===== config.mk =====
export PLATFORM = sky130hd
export DESIGN_NAME = sprite_line_fetcher_flat
export DESIGN_NICKNAME = d
export VERILOG_FILES = /design/src/rtl/sprite_line_fetcher_if.sv /design/src/rtl/sprite_line_fetcher.sv /design/src/flat_wrapper.sv
export SDC_FILE = /design/constraint.sdc
export NUM_CORES = 1
export LEC_CHECK = 0
export BUFFER_PORTS_ARGS = -buffer_cell sky130_fd_sc_hd__buf_2
export CAP_MARGIN = 20
export CORE_MARGIN = 4
export CORE_UTILIZATION = 35
export DETAILED_ROUTE_END_ITERATION = 6
export PLACE_DENSITY = 0.54
export SYNTH_ARGS = -nofsm -noshare
export SYNTH_HDL_FRONTEND = slang
export SYNTH_SLANG_ARGS = --single-unit

===== constraint.sdc =====
create_clock -name clk -period 4.25 [get_ports clk]
set_clock_uncertainty 0.1 [all_clocks]
set_input_delay 1.275 -clock clk [delete_from_list [all_inputs] [get_ports clk]]
set_output_delay 1.275 -clock clk [all_outputs]
set_load 0.02 [all_outputs]

===== src/rtl/sprite_line_fetcher_if.sv =====
`default_nettype none
// ============================================================================
//  Module      : sprite_line_fetcher_if
//  Description : Request, VRAM read-port and pixel-stream signal bundle for
//                the sprite line fetcher.
//  Revision    : 1.0 - initial release
// ============================================================================
interface sprite_line_fetcher_if;
  // Request channel
  logic         req_valid;
  logic         req_ready;
  logic [7:0]   req_sprite;
  logic [3:0]   req_row;
  logic [9:0]   req_x;
  logic         req_hflip;
  // VRAM read port
  logic [11:0]  vram_read_addr;
  logic [127:0] vram_read_data;
  // Pixel stream
  logic         pix_valid;
  logic         pix_ready;
  logic [7:0]   pix_data;
  logic         pix_opaque;
  logic [9:0]   pix_x;
  logic         pix_last;
  // Status
  logic         idle;

  // Fetcher side
  modport slave (
    input  req_valid, req_sprite, req_row, req_x, req_hflip,
    output req_ready,
    output vram_read_addr,
    input  vram_read_data,
    output pix_valid, pix_data, pix_opaque, pix_x, pix_last,
    input  pix_ready,
    output idle
  );

  // Requester / VRAM / compositor side
  modport master (
    output req_valid, req_sprite, req_row, req_x, req_hflip,
    input  req_ready,
    input  vram_read_addr,
    output vram_read_data,
    input  pix_valid, pix_data, pix_opaque, pix_x, pix_last,
    output pix_ready,
    input  idle
  );
endinterface
`default_nettype wire


===== src/rtl/sprite_line_fetcher.sv =====
`default_nettype none
// ============================================================================
//  Module      : sprite_line_fetcher
//  Description : Fetches 16-pixel sprite lines from sprite VRAM and serialises
//                them into a pixel stream. A one-line stage buffer prefetches
//                the next line while the active one drains.
//  Revision    : 1.0 - initial release
// ============================================================================
module sprite_line_fetcher (
  input  wire logic             clk,
  input  wire logic             reset_n,
  input  wire logic             flush,
  sprite_line_fetcher_if.slave  bus
);

  typedef enum logic [1:0] {
    F_IDLE = 2'd0,
    F_ADDR = 2'd1,
    F_CAP  = 2'd2
  } fetch_e;

  fetch_e         fetch_q, fetch_d;
  logic [11:0]    addr_q, addr_d;
  logic [9:0]     pend_x_q, pend_x_d;
  logic           pend_hflip_q, pend_hflip_d;

  logic           act_valid_q, act_valid_d;
  logic [127:0]   act_line_q, act_line_d;
  logic [9:0]     act_x_q, act_x_d;
  logic           act_hflip_q, act_hflip_d;
  logic [3:0]     act_k_q, act_k_d;

  logic           stg_valid_q, stg_valid_d;
  logic [127:0]   stg_line_q, stg_line_d;
  logic [9:0]     stg_x_q, stg_x_d;
  logic           stg_hflip_q, stg_hflip_d;

  logic [7:0]     pix_data_q, pix_data_d;
  logic [9:0]     pix_x_q, pix_x_d;
  logic           pix_last_q, pix_last_d;

  logic           req_ready_w;
  logic           accept_w;
  logic           pix_hs_w;
  logic           act_done_w;
  logic [3:0]     sel_w;

  // Ready only when nothing is in flight and there is room for the result
  assign req_ready_w = (fetch_q == F_IDLE) && !stg_valid_q && !flush && reset_n;
  assign accept_w    = bus.req_valid && req_ready_w;
  assign pix_hs_w    = act_valid_q && bus.pix_ready;
  assign act_done_w  = pix_hs_w && (act_k_q == 4'hF);

  // Next-state: fetch FSM, active/stage line movement, registered pixel outputs
  always_comb begin
    fetch_d      = fetch_q;
    addr_d       = addr_q;
    pend_x_d     = pend_x_q;
    pend_hflip_d = pend_hflip_q;
    act_valid_d  = act_valid_q;
    act_line_d   = act_line_q;
    act_x_d      = act_x_q;
    act_hflip_d  = act_hflip_q;
    act_k_d      = act_k_q;
    stg_valid_d  = stg_valid_q;
    stg_line_d   = stg_line_q;
    stg_x_d      = stg_x_q;
    stg_hflip_d  = stg_hflip_q;
    sel_w        = 4'd0;
    pix_data_d   = 8'd0;
    pix_x_d      = 10'd0;
    pix_last_d   = 1'b0;

    case (fetch_q)
      F_IDLE: begin
        if (accept_w) begin
          fetch_d      = F_ADDR;
          addr_d       = {bus.req_sprite, bus.req_row};
          pend_x_d     = bus.req_x;
          pend_hflip_d = bus.req_hflip;
        end
      end
      F_ADDR:  fetch_d = F_CAP;
      F_CAP:   fetch_d = F_IDLE;
      default: fetch_d = F_IDLE;
    endcase

    // Pixel consumed: advance, or retire the line and pull in the staged one
    if (pix_hs_w) begin
      if (act_done_w) begin
        if (stg_valid_q) begin
          act_valid_d = 1'b1;
          act_line_d  = stg_line_q;
          act_x_d     = stg_x_q;
          act_hflip_d = stg_hflip_q;
          act_k_d     = 4'd0;
          stg_valid_d = 1'b0;
        end else begin
          act_valid_d = 1'b0;
        end
      end else begin
        act_k_d = act_k_q + 4'd1;
      end
    end

    // Captured line goes straight to active when active is (becoming) free;
    // a full stage never coexists with a capture since it blocks new fetches
    if (fetch_q == F_CAP) begin
      if (!act_valid_q || (act_done_w && !stg_valid_q)) begin
        act_valid_d = 1'b1;
        act_line_d  = bus.vram_read_data;
        act_x_d     = pend_x_q;
        act_hflip_d = pend_hflip_q;
        act_k_d     = 4'd0;
      end else begin
        stg_valid_d = 1'b1;
        stg_line_d  = bus.vram_read_data;
        stg_x_d     = pend_x_q;
        stg_hflip_d = pend_hflip_q;
      end
    end

    // Flush drops every line and any fetch in flight; address is left alone
    if (flush) begin
      fetch_d     = F_IDLE;
      act_valid_d = 1'b0;
      stg_valid_d = 1'b0;
    end

    // Pixel outputs are registered from the next active state; 15-k == ~k
    sel_w = act_hflip_d ? ~act_k_d : act_k_d;
    if (act_valid_d) begin
      pix_data_d = act_line_d[{sel_w, 3'b000} +: 8];
      pix_x_d    = act_x_d + {6'd0, act_k_d};
      pix_last_d = (act_k_d == 4'hF);
    end
  end

  // State register with synchronous active-low reset
  always_ff @(posedge clk) begin
    if (!reset_n) begin
      fetch_q      <= F_IDLE;
      addr_q       <= 12'd0;
      pend_x_q     <= 10'd0;
      pend_hflip_q <= 1'b0;
      act_valid_q  <= 1'b0;
      act_line_q   <= 128'd0;
      act_x_q      <= 10'd0;
      act_hflip_q  <= 1'b0;
      act_k_q      <= 4'd0;
      stg_valid_q  <= 1'b0;
      stg_line_q   <= 128'd0;
      stg_x_q      <= 10'd0;
      stg_hflip_q  <= 1'b0;
      pix_data_q   <= 8'd0;
      pix_x_q      <= 10'd0;
      pix_last_q   <= 1'b0;
    end else begin
      fetch_q      <= fetch_d;
      addr_q       <= addr_d;
      pend_x_q     <= pend_x_d;
      pend_hflip_q <= pend_hflip_d;
      act_valid_q  <= act_valid_d;
      act_line_q   <= act_line_d;
      act_x_q      <= act_x_d;
      act_hflip_q  <= act_hflip_d;
      act_k_q      <= act_k_d;
      stg_valid_q  <= stg_valid_d;
      stg_line_q   <= stg_line_d;
      stg_x_q      <= stg_x_d;
      stg_hflip_q  <= stg_hflip_d;
      pix_data_q   <= pix_data_d;
      pix_x_q      <= pix_x_d;
      pix_last_q   <= pix_last_d;
    end
  end

  assign bus.req_ready      = req_ready_w;
  assign bus.vram_read_addr = addr_q;
  assign bus.pix_valid      = act_valid_q;
  assign bus.pix_data       = pix_data_q;
  assign bus.pix_opaque     = |pix_data_q;
  assign bus.pix_x          = pix_x_q;
  assign bus.pix_last       = pix_last_q;
  assign bus.idle           = !act_valid_q && !stg_valid_q && (fetch_q == F_IDLE);

endmodule
`default_nettype wire


===== src/flat_wrapper.sv =====
// flat-port wrapper written by rule: the top's interface ports become plain ports
module sprite_line_fetcher_flat 
  (clk, reset_n, flush, bus_req_valid, bus_req_sprite, bus_req_row, bus_req_x, bus_req_hflip, bus_req_ready, bus_vram_read_addr, bus_vram_read_data, bus_pix_valid, bus_pix_data, bus_pix_opaque, bus_pix_x, bus_pix_last, bus_pix_ready, bus_idle);
  sprite_line_fetcher_if bus_i ();
  input  wire logic clk;
  input  wire logic reset_n;
  input  wire logic flush;
  input wire logic [$bits(bus_i.req_valid)-1:0] bus_req_valid;
  input wire logic [$bits(bus_i.req_sprite)-1:0] bus_req_sprite;
  input wire logic [$bits(bus_i.req_row)-1:0] bus_req_row;
  input wire logic [$bits(bus_i.req_x)-1:0] bus_req_x;
  input wire logic [$bits(bus_i.req_hflip)-1:0] bus_req_hflip;
  output wire logic [$bits(bus_i.req_ready)-1:0] bus_req_ready;
  output wire logic [$bits(bus_i.vram_read_addr)-1:0] bus_vram_read_addr;
  input wire logic [$bits(bus_i.vram_read_data)-1:0] bus_vram_read_data;
  output wire logic [$bits(bus_i.pix_valid)-1:0] bus_pix_valid;
  output wire logic [$bits(bus_i.pix_data)-1:0] bus_pix_data;
  output wire logic [$bits(bus_i.pix_opaque)-1:0] bus_pix_opaque;
  output wire logic [$bits(bus_i.pix_x)-1:0] bus_pix_x;
  output wire logic [$bits(bus_i.pix_last)-1:0] bus_pix_last;
  input wire logic [$bits(bus_i.pix_ready)-1:0] bus_pix_ready;
  output wire logic [$bits(bus_i.idle)-1:0] bus_idle;
  assign bus_i.req_valid = bus_req_valid;
  assign bus_i.req_sprite = bus_req_sprite;
  assign bus_i.req_row = bus_req_row;
  assign bus_i.req_x = bus_req_x;
  assign bus_i.req_hflip = bus_req_hflip;
  assign bus_req_ready = bus_i.req_ready;
  assign bus_vram_read_addr = bus_i.vram_read_addr;
  assign bus_i.vram_read_data = bus_vram_read_data;
  assign bus_pix_valid = bus_i.pix_valid;
  assign bus_pix_data = bus_i.pix_data;
  assign bus_pix_opaque = bus_i.pix_opaque;
  assign bus_pix_x = bus_i.pix_x;
  assign bus_pix_last = bus_i.pix_last;
  assign bus_i.pix_ready = bus_pix_ready;
  assign bus_idle = bus_i.idle;
  sprite_line_fetcher u_core (.clk(clk), .reset_n(reset_n), .flush(flush), .bus(bus_i));
endmodule

== Yosys cells after proc, flatten, opt, wreduce, memory -nomap -nowiden ==
Cells that the tools add are included.

* Bits in registers: 328
* Output and inout bits: 35
* Word-level logic and storage cells: 79

* Add/subtract/negate cells: 2
* Eq/ne operators: 5
* Shift operators: 1
* Multiplexer cells: 33
* Bitwise gates (word level): 3
* Reductions and logical operators: 19

{| class="wikitable"
|+ Operator list
! kind !! count
|-
| $mux W128 || 5
|-
| $shiftx A128 B8 Y8 || 1
|-
| $mux W10 || 5
|-
| $mux W4 || 6
|-
| $mux W1 || 15
|-
| $add A10 B4 Y10 || 1
|-
| $logic_and A1 B1 Y1 || 9
|-
| $eq A4 B4 Y1 const B || 2
|-
| $reduce_or A8 Y1 || 1
|-
| $reduce_and A2 Y1 || 3
|-
| $add A4 B1 Y4 const B || 1
|-
| $not A4 Y4 || 1
|-
| $pmux W2 S2 || 1
|-
| $logic_not A1 Y1 || 3
|-
| $eq A2 B1 Y1 const B || 1
|-
| $eq A2 B2 Y1 const B || 1
|-
| $logic_not A2 Y1 || 1
|-
| $mux W2 || 1
|-
| $ne A2 B1 Y1 const B || 1
|-
| $not A1 Y1 || 2
|-
| $reduce_or A2 Y1 || 1
|-
| $logic_or A1 B1 Y1 || 1
|}

== Logic depth before layout (Yosys ltp) ==
Gate-level depths: netlist of run 1.

* Depth in word-level cells: 9
* Depth in mapped cells: 18
* Mapped depth without buffers: 14

== Worst setup path after synthesis of run 1 ==
No wires, ideal clock.

* Path type: in2reg
* Start point: input bus_pix_ready
* End point: register u_core.pix_x_q[8] (netlist: u_core.bus.pix_x[8])
* Arrival time: 4220 ps
* Data required time: 4079 ps
* Slack: -140 ps
* Cell stages on the path: 16
* Path buffers: 3
* Cell sequence: and3_1 > nand2_1 > buf_2 > buf_1 > clkbuf_1 > nand2_1 > a31oi_1 > ha_1 > inv_1 > fa_1 > nor2b_1 > o21ai_0 > nand2b_1 > nand2_1 > or3_1 > a21oi_1

{| class="wikitable"
|+ RTL lines
! what !! line !! source
|-
| start, declared || flat_wrapper.sv:21 || <nowiki>input wire logic [$bits(bus_i.pix_ready)-1:0] bus_pix_ready;</nowiki>
|-
| $logic_and A1 B1 Y1 (*) || sprite_line_fetcher.sv:51 || <nowiki>assign pix_hs_w = act_valid_q && bus.pix_ready;</nowiki>
|-
| $logic_and A1 B1 Y1 || sprite_line_fetcher.sv:52 || <nowiki>assign act_done_w = pix_hs_w && (act_k_q == 4'hF);</nowiki>
|-
| $mux W10 or $logic_and A1 B1 Y1 (tied branches) || sprite_line_fetcher.sv:90, sprite_line_fetcher.sv:109 ||
|-
| $mux W10 or $logic_or A1 B1 Y1 (tied branches) || sprite_line_fetcher.sv:89, sprite_line_fetcher.sv:109 ||
|-
| $mux W10 || sprite_line_fetcher.sv:109 || <nowiki>if (!act_valid_q || (act_done_w && !stg_valid_q)) begin</nowiki>
|-
| $mux W10 (*) || sprite_line_fetcher.sv:108 || <nowiki>if (fetch_q == F_CAP) begin</nowiki>
|-
| via u_core.act_x_d[0] || sprite_line_fetcher.sv:29 || <nowiki>logic [9:0] act_x_q, act_x_d;</nowiki>
|-
| $add A10 B4 Y10 (*) || sprite_line_fetcher.sv:134 || <nowiki>pix_x_d = act_x_d + {6'd0, act_k_d};</nowiki>
|-
| end signal, assigned || sprite_line_fetcher.sv:173 || <nowiki>pix_x_q <= pix_x_d;</nowiki>
|-
| end, declared || sprite_line_fetcher.sv:39 || <nowiki>logic [9:0] pix_x_q, pix_x_d;</nowiki>
|}

The timed path passes the listed nets; every way through them passes the cells marked *.
A chain may end at the register's enable or synchronous reset.

== Worst setup path in the final report of run 1 ==
* Start point: input bus_pix_ready
* End point: register u_core.pix_x_q[9] (netlist: u_core.bus.pix_x[9])

Same word-level chain as after synthesis.

==> impl_metrics.json, run 1 <==
{
  "status": "finished clean",
  "p_switching_mw": 1.569,
  "stdcell_area_mm2": 0.01748,
  "critPathArrivalTime_ns": 3.88,
  "synth_area_leaders": "dfxtp_1 45%, nand2_1 16%, a21oi_1 7.1%, nor2_1 4.5%, mux2i_1 3.5%",
  "cp_common_cell": "nor2_1",
  "grt_overflow": 0,
  "relSlewSlack_pct": 44.17,
  "drive_gt1_share_pct": 15.42,
  "ys_types": 71,
  "rsz0062_at_grt": "false",
  "routed_wl_um": 50870,
  "hold_buffers": 0,
  "drv_cap": 0,
  "swShare_pct": 22.83,
  "vdd_drop_max_v": 0.0002213,
  "max_stage_delay_ns": 0.35,
  "fillers": 4267,
  "num_io_pins": 191,
  "cts_tree": "yes",
  "track_usage_pct": 21.96,
  "yosysSeqAreaShare_pct": 44.81,
  "register_area_mm2": 0.006566,
  "cts.repair.resized": 0,
  "syn_avg_cell_area_um2": 7.523,
  "multi_input_area_mm2": 0.007462,
  "yosysWarnings": 0,
  "antenna_found_initial": 2,
  "crit_path_max_fanout": 18,
  "path_class": "input port to flip-flop",
  "fmax_mhz": 280.6,
  "drtIter0Drc": 1172,
  "reg2reg_setup_slack_ns": 0.77,
  "p_leak_nw": 6.653,
  "grt_max_degree": 127,
  "dieWidth_um": 212.6,
  "ant_nets": 0,
  "dp_slack_ns": 0.1414,
  "dpl.hpwl_um": 34520,
  "setup_viol": 0,
  "seq_power_share_pct": 45.5,
  "cts.htree.levels": 2,
  "wire_per_inst_um": 19.26,
  "cp.required_ns": 4.56,
  "avgViaCountPerCell": 5.324,
  "p_clk_share_pct": 49.3,
  "post-cts-setup-buffers": 0,
  "cts_made_buffers": 40,
  "insertion_delay_ns": 0.56,
  "syn-cell-area_mm2": 0.01465,
  "critPathLaunchType": "input port",
  "internal-power_mw": 5.303,
  "io_buffers": 190,
  "cpLargestDelayFamily": "compound AO/OA/AOI/OAI gates",
  "timing.setup.tns_ns": 0,
  "period_needed_ns": 3.563,
  "first_pass_iters": 5,
  "cts.sinks": 328,
  "ys.flop_type": "dfxtp_1",
  "timing.final.ws_setup_ns": 0.6866,
  "synth_edf_count": 0,
  "async_reset_ff_share_pct": 0,
  "r2r-end": "u_core.bus.pix_x[9]",
  "synth_fp_nets": 2110,
  "grt_pass1_vias": 13180,
  "gp_congestion": 0.9076,
  "num_vias": 14060,
  "area_delta_synth_final_pct": 19.25,
  "final_core_util_pct": 42.51,
  "worstSetupEndpointType": "flip-flop",
  "reg2reg_from": "u_core.act_k_q[0]",
  "drv_slew": 0,
  "p_comb_share_pct": 5.2,
  "hold_viol": 0,
  "grt_first_pass_wirelength_um": 77890,
  "synth_cells": 1948,
  "die_y_um": 212.6,
  "coreArea_mm2": 0.04111,
  "synth_top_cell_area_share_pct": 44.81,
  "synth_top_cell_by_area": "dfxtp_1",
  "path_clk_slew_ns": 0.06,
  "layout.nets": 2245,
  "finalCritPeriodShare_pct": 83.84,
  "cp.buffers_inverters": 2,
  "worstHoldStart": "u_core.bus.vram_read_addr[0]",
  "clock_path_buffers": 3,
  "pwr_density_cell_mw_per_mm2": 393.3,
  "reg2reg_depth": 14,
  "ys_ff_latch": 328,
  "slowest_stage": "o21ai_0",
  "whs_endpoint": "u_core.bus.vram_read_addr[0]",
  "drc": 0,
  "start_util_pct": 35.65,
  "worst_pin_slew_ns": 0.8375,
  "root_buffer": "clkbuf_16",
  "rows": 74,
  "dieArea_mm2": 0.04521,
  "holdPathStages": 2,
  "min_path_type": "flip-flop to flip-flop",
  "cp_cell_sequence": "buf_2, and3b_1, a21oi_4, buf_4, nor2_1, a31oi_1, ha_1, a21o_1, a21oi_1, nor2b_1, o21ai_0, nor3b_1, xnor2_1, nor2_1",
  "placed_area_mm2": 0.01619
}
-- worst max path at each step --
stage                  start                  end  slack [ns]  cells past startpoint
4_1_cts        bus_pix_ready  u_core.bus.pix_x[9]        0.71                     14
3_3_place_gp   bus_pix_ready  u_core.bus.pix_x[9]        0.18                     14
3_5_place_dp   bus_pix_ready  u_core.bus.pix_x[9]        0.14                     14
2_1_floorplan  bus_pix_ready  u_core.bus.pix_x[8]        0.01                     16
6_report       bus_pix_ready  u_core.bus.pix_x[9]        0.69                     14
5_1_grt        bus_pix_ready  u_core.bus.pix_x[9]        0.41                     14
-- worst min-delay path, cell delays in order (launching register included) --
cell and delay [ns]:
dfxtp_1 0.30, nand2_1 0.05, a21oi_1 0.05
-- placed cells by master (no fill, tap or decap), drive strengths merged, types with 4 or more instances in the layout --
cell type	n
and2	47
dfxtp	328
mux2	5
a31o	6
ha	5
clkbuf	59
nor3b	4
a211oi	37
nor2b	4
nand4	7
nor3	28
nor2	176
o2111ai	5
mux2i	51
o211ai	12
a31oi	56
nand2	619
inv	8
a311oi	48
nand3	31
a21oi	208
a21o	6
nor4	5
buf	244
clkinv	4
a211o	5
o22ai	6
and3	9
nand2b	8
o21ai	26
-- logic make-up after synthesis --
group                    after synthesis  synth area share, %
AO/OA/AOI/OAI                        446                19.41
buffers and inverters                159                4.483
multiplexers                          56                3.868
flip-flops                           328                44.81
AND/OR/NAND/NOR                      948                26.57
adder cells (fa/ha/maj)                6               0.5635
XOR/XNOR                               5               0.2989
-- flip-flops by register name, indices dropped and copies added (netlist names) --
name and cells:
u_core.bus.pix_x 10, u_core.act_x_q 10, u_core.pend_x_q 10, u_core.act_k_q 4
u_core.bus.pix_data 8, u_core.act_hflip_q 1, u_core.bus.vram_read_addr 12, u_core.pend_hflip_q 1
u_core.stg_x_q 10, u_core.fetch_q 2, u_core.stg_line_q 128, u_core.bus.pix_valid 1
u_core.stg_hflip_q 1, u_core.stg_valid_q 1, u_core.bus.pix_last 1, u_core.act_line_q 128
-- Yosys cell counts, drive strengths merged, types with 6 or more instances --
master and instances:
nand2 619, dfxtp 328, a21oi 208, nor2 176
clkbuf 105, a31oi 56, mux2i 51, a311oi 48
and2 47, buf 46, a211oi 37, nand3 31
nor3 28, o21ai 26, o211ai 12, and3 9
inv 8, nand2b 8, nand4 7, a21o 6
a31o 6, o22ai 6
-- power groups by stage --
| stage | clock network, mW | logic, mW | registers (mW) |
|---|---|---|---|
| after floorplan | 0 | 0.164 | 3.19 |
| after global placement | 0 | 0.359 | 3.19 |
| after detailed placement | 0 | 0.360 | 3.19 |
| after CTS | 3.47 | 0.362 | 3.12 |
| after global routing | 3.60 | 0.392 | 3.13 |
| final | 3.39 | 0.360 | 3.12 |
-- metal layers --
metal	wire [um]	GRT usage [%]	vias to the layer above
met5	13	0	-
met2	23390	34.54	390
met1	22950	30.70	6665
li1	-	-	6916
met4	1506	7.286	2
met3	3013	3.851	87
-- stage by stage --
step	instances	hold slack [ns]	power, mW
after floorplan	1948	0.3357	3.354
after detailed placement	2573	0.3450	3.551
after CTS	2640	0.3527	6.955
after global routing	2641	0.3656	7.115
final	2641	0.3496	6.873
after global placement	2573	0.3376	3.550
-- area by class of cell --
| type | count | share of cell area (%) |
|---|---|---|
| antenna | 1 | 0.01432 |
| clock buffer | 59 | 6.659 |
| clock inverter | 8 | 0.6945 |
| inverter | 8 | 0.2148 |
| multi-input combinational | 1461 | 42.70 |
| sequential | 328 | 37.57 |
| tap | 532 | 3.809 |
| timing repair buffer | 244 | 8.334 |
Power figures use the tool's default switching activity.
==> run 2: changes to the inputs <==
--- a/config.mk
+++ b/config.mk
@@ -5,6 +5,7 @@
 export SDC_FILE = /design/constraint.sdc
 export NUM_CORES = 1
 export LEC_CHECK = 0
+export ABC_AREA = 1
 export BUFFER_PORTS_ARGS = -buffer_cell sky130_fd_sc_hd__buf_2
 export CAP_MARGIN = 20
 export CORE_MARGIN = 4
==> constraint.sdc (replaced) <==
create_clock -name clk -period 3 [get_ports clk]
set_clock_uncertainty 0.1 [all_clocks]
set_input_delay 0.9 -clock clk [delete_from_list [all_inputs] [get_ports clk]]
set_output_delay 0.9 -clock clk [all_outputs]
set_load 0.02 [all_outputs]
==> run 2 against run 1 <==
Compared with the run above:
- sequential power up 42%
- area after synthesis grew 0.20%
- global-route usage fell by 0.86 points
- core utilization is 1.9 points higher
- count of clock-buffer cells in the layout shrank 3
- register-to-register slack worse by 0.59 ns
- sequential share of layout area shrank 1.5 points
- via count grew 3.0%
- first-iteration DRC count fell by 6.7%
- wire length is 2.7% lower
- non-clock buffer count rose by 79
- design area is 4.4% higher
- critical path type unchanged
- highest routed layer is now met4
==> impl_metrics.json, run 2 <==
{
  "grt_pass1_vias": 13320,
  "ys_types": 37,
  "synth_edf_count": 0,
  "syn_avg_cell_area_um2": 6.992,
  "worst_pin_slew_ns": 1.008,
  "hold_buffers": 0,
  "ys.flop_type": "dfxtp_1",
  "slowest_stage": "o21ai_0",
  "critPathLaunch": "bus_pix_ready",
  "synth_top_cell_area_share_pct": 44.72,
  "finalCritPeriodShare_pct": 94.25,
  "worstHoldStart": "u_core.stg_line_q[121]",
  "p_comb_share_pct": 7.0,
  "drc": 0,
  "critPathLaunchType": "input port",
  "stdcell_area_mm2": 0.01824,
  "dp_slack_ns": -0.3171,
  "seq_power_share_pct": 46.3,
  "dieWidth_um": 212.8,
  "period_needed_ns": 2.828,
  "cts.htree.levels": 2,
  "cp_cell_sequence": "buf_2, nand2_8, nor2_4, nand2_8, buf_4, buf_12, nand2_1, o21ai_0, o21ai_0, nand2_1, nand3_1, nand3_1, nand3_1, a21oi_1",
  "yosysSeqAreaShare_pct": 44.72,
  "routed_wl_um": 49480,
  "num_vias": 14480,
  "antenna_found_initial": 1,
  "num_io_pins": 191,
  "grt_overflow": 0,
  "cp_common_cell": "nand3_1",
  "final_core_util_pct": 44.38,
  "root_buffer": "clkbuf_16",
  "setup_viol": 0,
  "synth_common_cells": "447 x nand2_1, 328 x dfxtp_1, 297 x nand3_1, 260 x o21ai_0, 186 x a21oi_1",
  "gp_congestion": 0.8473,
  "min_path_type": "flip-flop to flip-flop",
  "pwr_density_cell_mw_per_mm2": 523.2,
  "drv_cap": 0,
  "internal-power_mw": 7.288,
  "drv_slew": 0,
  "hold_viol": 0,
  "grt_max_degree": 184,
  "coreArea_mm2": 0.04111,
  "placed_area_mm2": 0.01693,
  "dpl.hpwl_um": 33240,
  "worstSetupEndpointType": "flip-flop",
  "swShare_pct": 23.65,
  "timing.final.ws_setup_ns": 0.1725,
  "timing.setup.tns_ns": 0,
  "layout.nets": 2465,
  "reg2reg_from": "u_core.act_k_q[1]",
  "cp.required_ns": 3.31,
  "insertion_delay_ns": 0.54,
  "drive_gt1_share_pct": 20.59,
  "vdd_drop_max_v": 0.0002810,
  "start_util_pct": 35.72,
  "p_switching_mw": 2.258,
  "wire_per_inst_um": 17.31,
  "synth_fp_nets": 2262,
  "synth_cells": 2100,
  "final_cell_mix": "444 x nand2_1, 325 x dfxtp_1, 295 x nand3_1, 259 x o21ai_0, 190 x buf_2",
  "cts_made_buffers": 39,
  "synth_top_cell_by_area": "dfxtp_1",
  "first_pass_iters": 6,
  "path_clk_slew_ns": 0.06,
  "crit_path_max_fanout": 176,
  "syn-cell-area_mm2": 0.01468,
  "synth_area_leaders": "dfxtp_1 45%, nand2_1 11%, nand3_1 10%, o21ai_0 8.9%, a21oi_1 6.3%",
  "p_clk_share_pct": 46.7,
  "ys_ff_latch": 328,
  "async_reset_ff_share_pct": 0,
  "path_class": "input port to flip-flop",
  "status": "finished clean",
  "grt_first_pass_wirelength_um": 76110,
  "relSlewSlack_pct": 32.78,
  "cts.sinks": 328,
  "rows": 74,
  "drtIter0Drc": 1093,
  "clock_path_buffers": 3,
  "yosysWarnings": 0,
  "ant_nets": 0,
  "layout_commonest_cell": "nand2_1",
  "avgViaCountPerCell": 5.063,
  "cts_tree": "yes",
  "max_stage_delay_ns": 0.29,
  "yosysMostFrequentCell": "nand2_1",
  "area_delta_synth_final_pct": 24.25,
  "p_leak_nw": 7.432,
  "fmax_mhz": 353.7,
  "io_buffers": 190,
  "dieArea_mm2": 0.04529,
  "critPathArrivalTime_ns": 3.14,
  "track_usage_pct": 21.10,
  "die_y_um": 212.8
}
==> run 2: worst max-delay path: cells and delay by family <==
kind | cells | cell delay (ns)
AO/OA/AOI/OAI | 3 | 0.46
buffers and inverters | 3 | 0.47
AND/OR/NAND/NOR | 8 | 0.99
==> run 2: kinds of logic (layout without fill, tap and decap cells) <==
kind of cell | after synthesis | after routing | share of synthesized area (%)
adders and majority gates | 6 | 6 | 0.5624
buffers and inverters | 291 | 517 | 8.215
DFF | 328 | 328 | 44.72
xor gates and xnor gates | 4 | 4 | 0.2898
AOI/OAI and AO/OA | 483 | 483 | 16.85
and+or+nand+nor | 988 | 988 | 29.37
other | 0 | 1 | 0
==> run 2: path summary, 6_finish.rpt <==
check,to,slack (ns),depth (start not counted)
worst max-delay path,u_core.bus.pix_data[3],0.17,14
worst min-delay path,u_core.stg_line_q[121],0.35,2
worst max register to register,u_core.bus.pix_data[3],0.18,14
worst min register to register,u_core.stg_line_q[121],0.35,2
==> run 2: power groups by stage <==
stage	Combinational [mW]	Sequential (mW)	Clock, mW
final	0.666	4.42	4.46
after global routing	0.734	4.43	4.76
after floorplan	0.325	4.52	0
after global placement	0.658	4.52	0
after detailed placement	0.660	4.52	0
after CTS	0.664	4.42	4.57
==> run 2: timing repair <==
action / in CTS / in global routing
setup endpoints to repair: 1 / 13
pin swaps: 0 / 15
gates resized for setup: 1 / 18
buffers inserted: 0 / 6
==> run 2: metal layers <==
metal	track usage (%)	vias to the layer above	wire (um)
met5	0	-	0
met4	5.331	0	918
met3	2.880	59	2862
met2	32.34	389	21860
met1	31.41	6724	23840
li1	-	7304	-
==> run 2: layout make-up <==
| cell class | count | area [um^2] |
|---|---|---|
| Multi-Input combinational cell | 1481 | 7068 |
| Fill cell | 4310 | 22870 |
| Sequential cell | 328 | 6573 |
| Tap cell | 532 | 665.6 |
| Inverter | 130 | 505.5 |
| Clock buffer | 56 | 1110 |
| Antenna cell | 1 | 2.502 |
| Clock inverter | 8 | 71.32 |
| Timing Repair Buffer | 323 | 2248 |
==> run 2: through the flow <==
stage | cells | hold WS [ns] | power [mW]
2_1_floorplan | 2100 | 0.3245 | 4.847
3_3_place_gp | 2788 | 0.3350 | 5.176
3_5_place_dp | 2788 | 0.3404 | 5.179
4_1_cts | 2852 | 0.3512 | 9.661
5_1_grt | 2859 | 0.3648 | 9.915
6_report | 2859 | 0.3457 | 9.545
==> run 3: changes to the inputs <==
--- a/config.mk
+++ b/config.mk
@@ -11,7 +11,7 @@
 export CORE_MARGIN = 4
 export CORE_UTILIZATION = 35
 export DETAILED_ROUTE_END_ITERATION = 6
-export PLACE_DENSITY = 0.54
+export PLACE_DENSITY = 0.52
 export SYNTH_ARGS = -nofsm -noshare
 export SYNTH_HDL_FRONTEND = slang
 export SYNTH_SLANG_ARGS = --single-unit
==> constraint.sdc (replaced) <==
create_clock -name clk -period 3.6 [get_ports clk]
set_clock_uncertainty 0.1 [all_clocks]
set_input_delay 1.08 -clock clk [delete_from_list [all_inputs] [get_ports clk]]
set_output_delay 1.08 -clock clk [all_outputs]
set_load 0.02 [all_outputs]
==> run 3 against run 2 <==
Compared with the run above:
- flip-flop and latch count is the same
- wire length grew 1.5%
- worst hold slack gained 0.0030 ns
- worst setup slack gained 0.11 ns
- critical path depth shrank 11
- count of clock-buffer cells in the layout grew 5
- register-to-register slack gained 0.25 ns
- via count shrank 0.66%
- sequential power shrank 17%
- largest cell class unchanged
- largest power group unchanged
- highest routed layer unchanged
==> impl_metrics.json, run 3 (synthesis gave the netlist of run 2 again) <==
{
  "status": "finished clean",
  "pwr_density_cell_mw_per_mm2": 458.1,
  "io_buffers": 190,
  "grt_first_pass_wirelength_um": 77730,
  "crit_path_max_fanout": 2,
  "grt_pass1_vias": 13460,
  "layout_commonest_cell": "nand2_1",
  "reg2reg_setup_slack_ns": 0.43,
  "ant_nets": 0,
  "path_class": "flip-flop to primary output",
  "critPathLaunchType": "flip-flop",
  "p_leak_nw": 7.230,
  "drv_cap": 0,
  "dpl.hpwl_um": 32600,
  "critPathArrivalTime_ns": 2.14,
  "fmax_mhz": 301.0,
  "vdd_drop_max_v": 0.0002736,
  "first_pass_iters": 5,
  "post-cts-setup-buffers": 0,
  "antenna_found_initial": 0,
  "placed_area_mm2": 0.01657,
  "cts.sinks": 328,
  "root_buffer": "clkbuf_16",
  "num_vias": 14380,
  "insertion_delay_ns": 0.56,
  "finalCritPeriodShare_pct": 92.29,
  "cts_tree": "yes",
  "clock_path_buffers": 3,
  "gp_congestion": 0.8226,
  "wire_per_inst_um": 17.83,
  "track_usage_pct": 21.58,
  "grt_overflow": 0,
  "relSlewSlack_pct": 29.96,
  "start_util_pct": 35.72,
  "worst_pin_slew_ns": 1.041,
  "dp_cells": 2746,
  "stdcell_count": 2816,
  "die_y_um": 212.8,
  "rsz0062_at_grt": "false",
  "num_io_pins": 191,
  "cts.htree.levels": 2,
  "rows": 74,
  "dieWidth_um": 212.8,
  "avgViaCountPerCell": 5.107,
  "cts.repair.resized": 0,
  "num_antenna_cells": 0,
  "coreArea_mm2": 0.04111,
  "min_path_type": "flip-flop to flip-flop",
  "drtIter0Drc": 1280,
  "routed_wl_um": 50210,
  "final_cell_mix": "445 x nand2_1, 328 x dfxtp_1, 296 x nand3_1, 259 x o21ai_0, 190 x buf_2",
  "layout.nets": 2417,
  "hold_buffers": 0,
  "drive_gt1_share_pct": 18.74,
  "drv_slew": 0,
  "path_clk_slew_ns": 0.06,
  "setup_viol": 0,
  "hold_viol": 0,
  "cp.required_ns": 2.42,
  "period_needed_ns": 3.322,
  "grt_max_degree": 151,
  "cts_made_buffers": 39,
  "worstSetupEndpointType": "primary output",
  "area_delta_synth_final_pct": 21.53,
  "drc": 0,
  "stdcell_area_mm2": 0.01784,
  "dieArea_mm2": 0.04529
}
run 3: final cells by class:
cell class                 instances  area (um^2)
multi-input combinational       1481         7000
clock buffer                      61         1190
inverter                         130        495.5
clock inverter                     9        87.58
fill                            4305        23260
tap                              532        665.6
timing repair buffer             275         1839
sequential                       328         6566
run 3: report_power, final:
group | total, mW | internal, mW | switching (mW)
registers | 3.69 | 3.67 | 0.0147
logic | 0.557 | 0.195 | 0.362
clock network | 3.93 | 2.34 | 1.59
run 3: layer usage:
metal / up-vias / track usage, % / share of wire [%]
li1: 7203 / - / -
met1: 6763 / 32.18 / 48
met2: 362 / 32.89 / 44
met3: 52 / 3.805 / 6.2
met4: 0 / 4.331 / 1.5
met5: - / 0 / 0
run 3: stage by stage:
stage	hold WS [ns]	power [mW]	setup TNS [ns]	worst slack (ns)	util [%]
detailed placement	0.3416	4.322	-0.0009484	-0.0009484	40.30
finish	0.3487	8.174	0	0.2776	43.41
global route	0.3639	8.474	0	0.2713	43.41
floorplan	0.3245	4.039	0	0.002361	-
global placement	0.3346	4.321	0	0.01296	40.30
CTS	0.3514	8.272	0	0.3802	43.41
run 3: worst paths after layout:
| path | endpoint | depth (start not counted) | start |
|---|---|---|---|
| worst max-delay path | bus_pix_opaque | 3 | u_core.bus.pix_data[5] |
| worst min register to register | u_core.stg_line_q[35] | 2 | u_core.stg_line_q[35] |
| worst min-delay path | u_core.stg_line_q[35] | 2 | u_core.stg_line_q[35] |
| worst max register to register | u_core.bus.pix_data[3] | 14 | u_core.act_k_q[0] |
run 3: worst max-delay path, stage by stage, from the launching register on:
cell     delay [ns]
dfxtp_1        0.35
nor4_1         0.90
nand2_1        0.13
buf_2          0.21
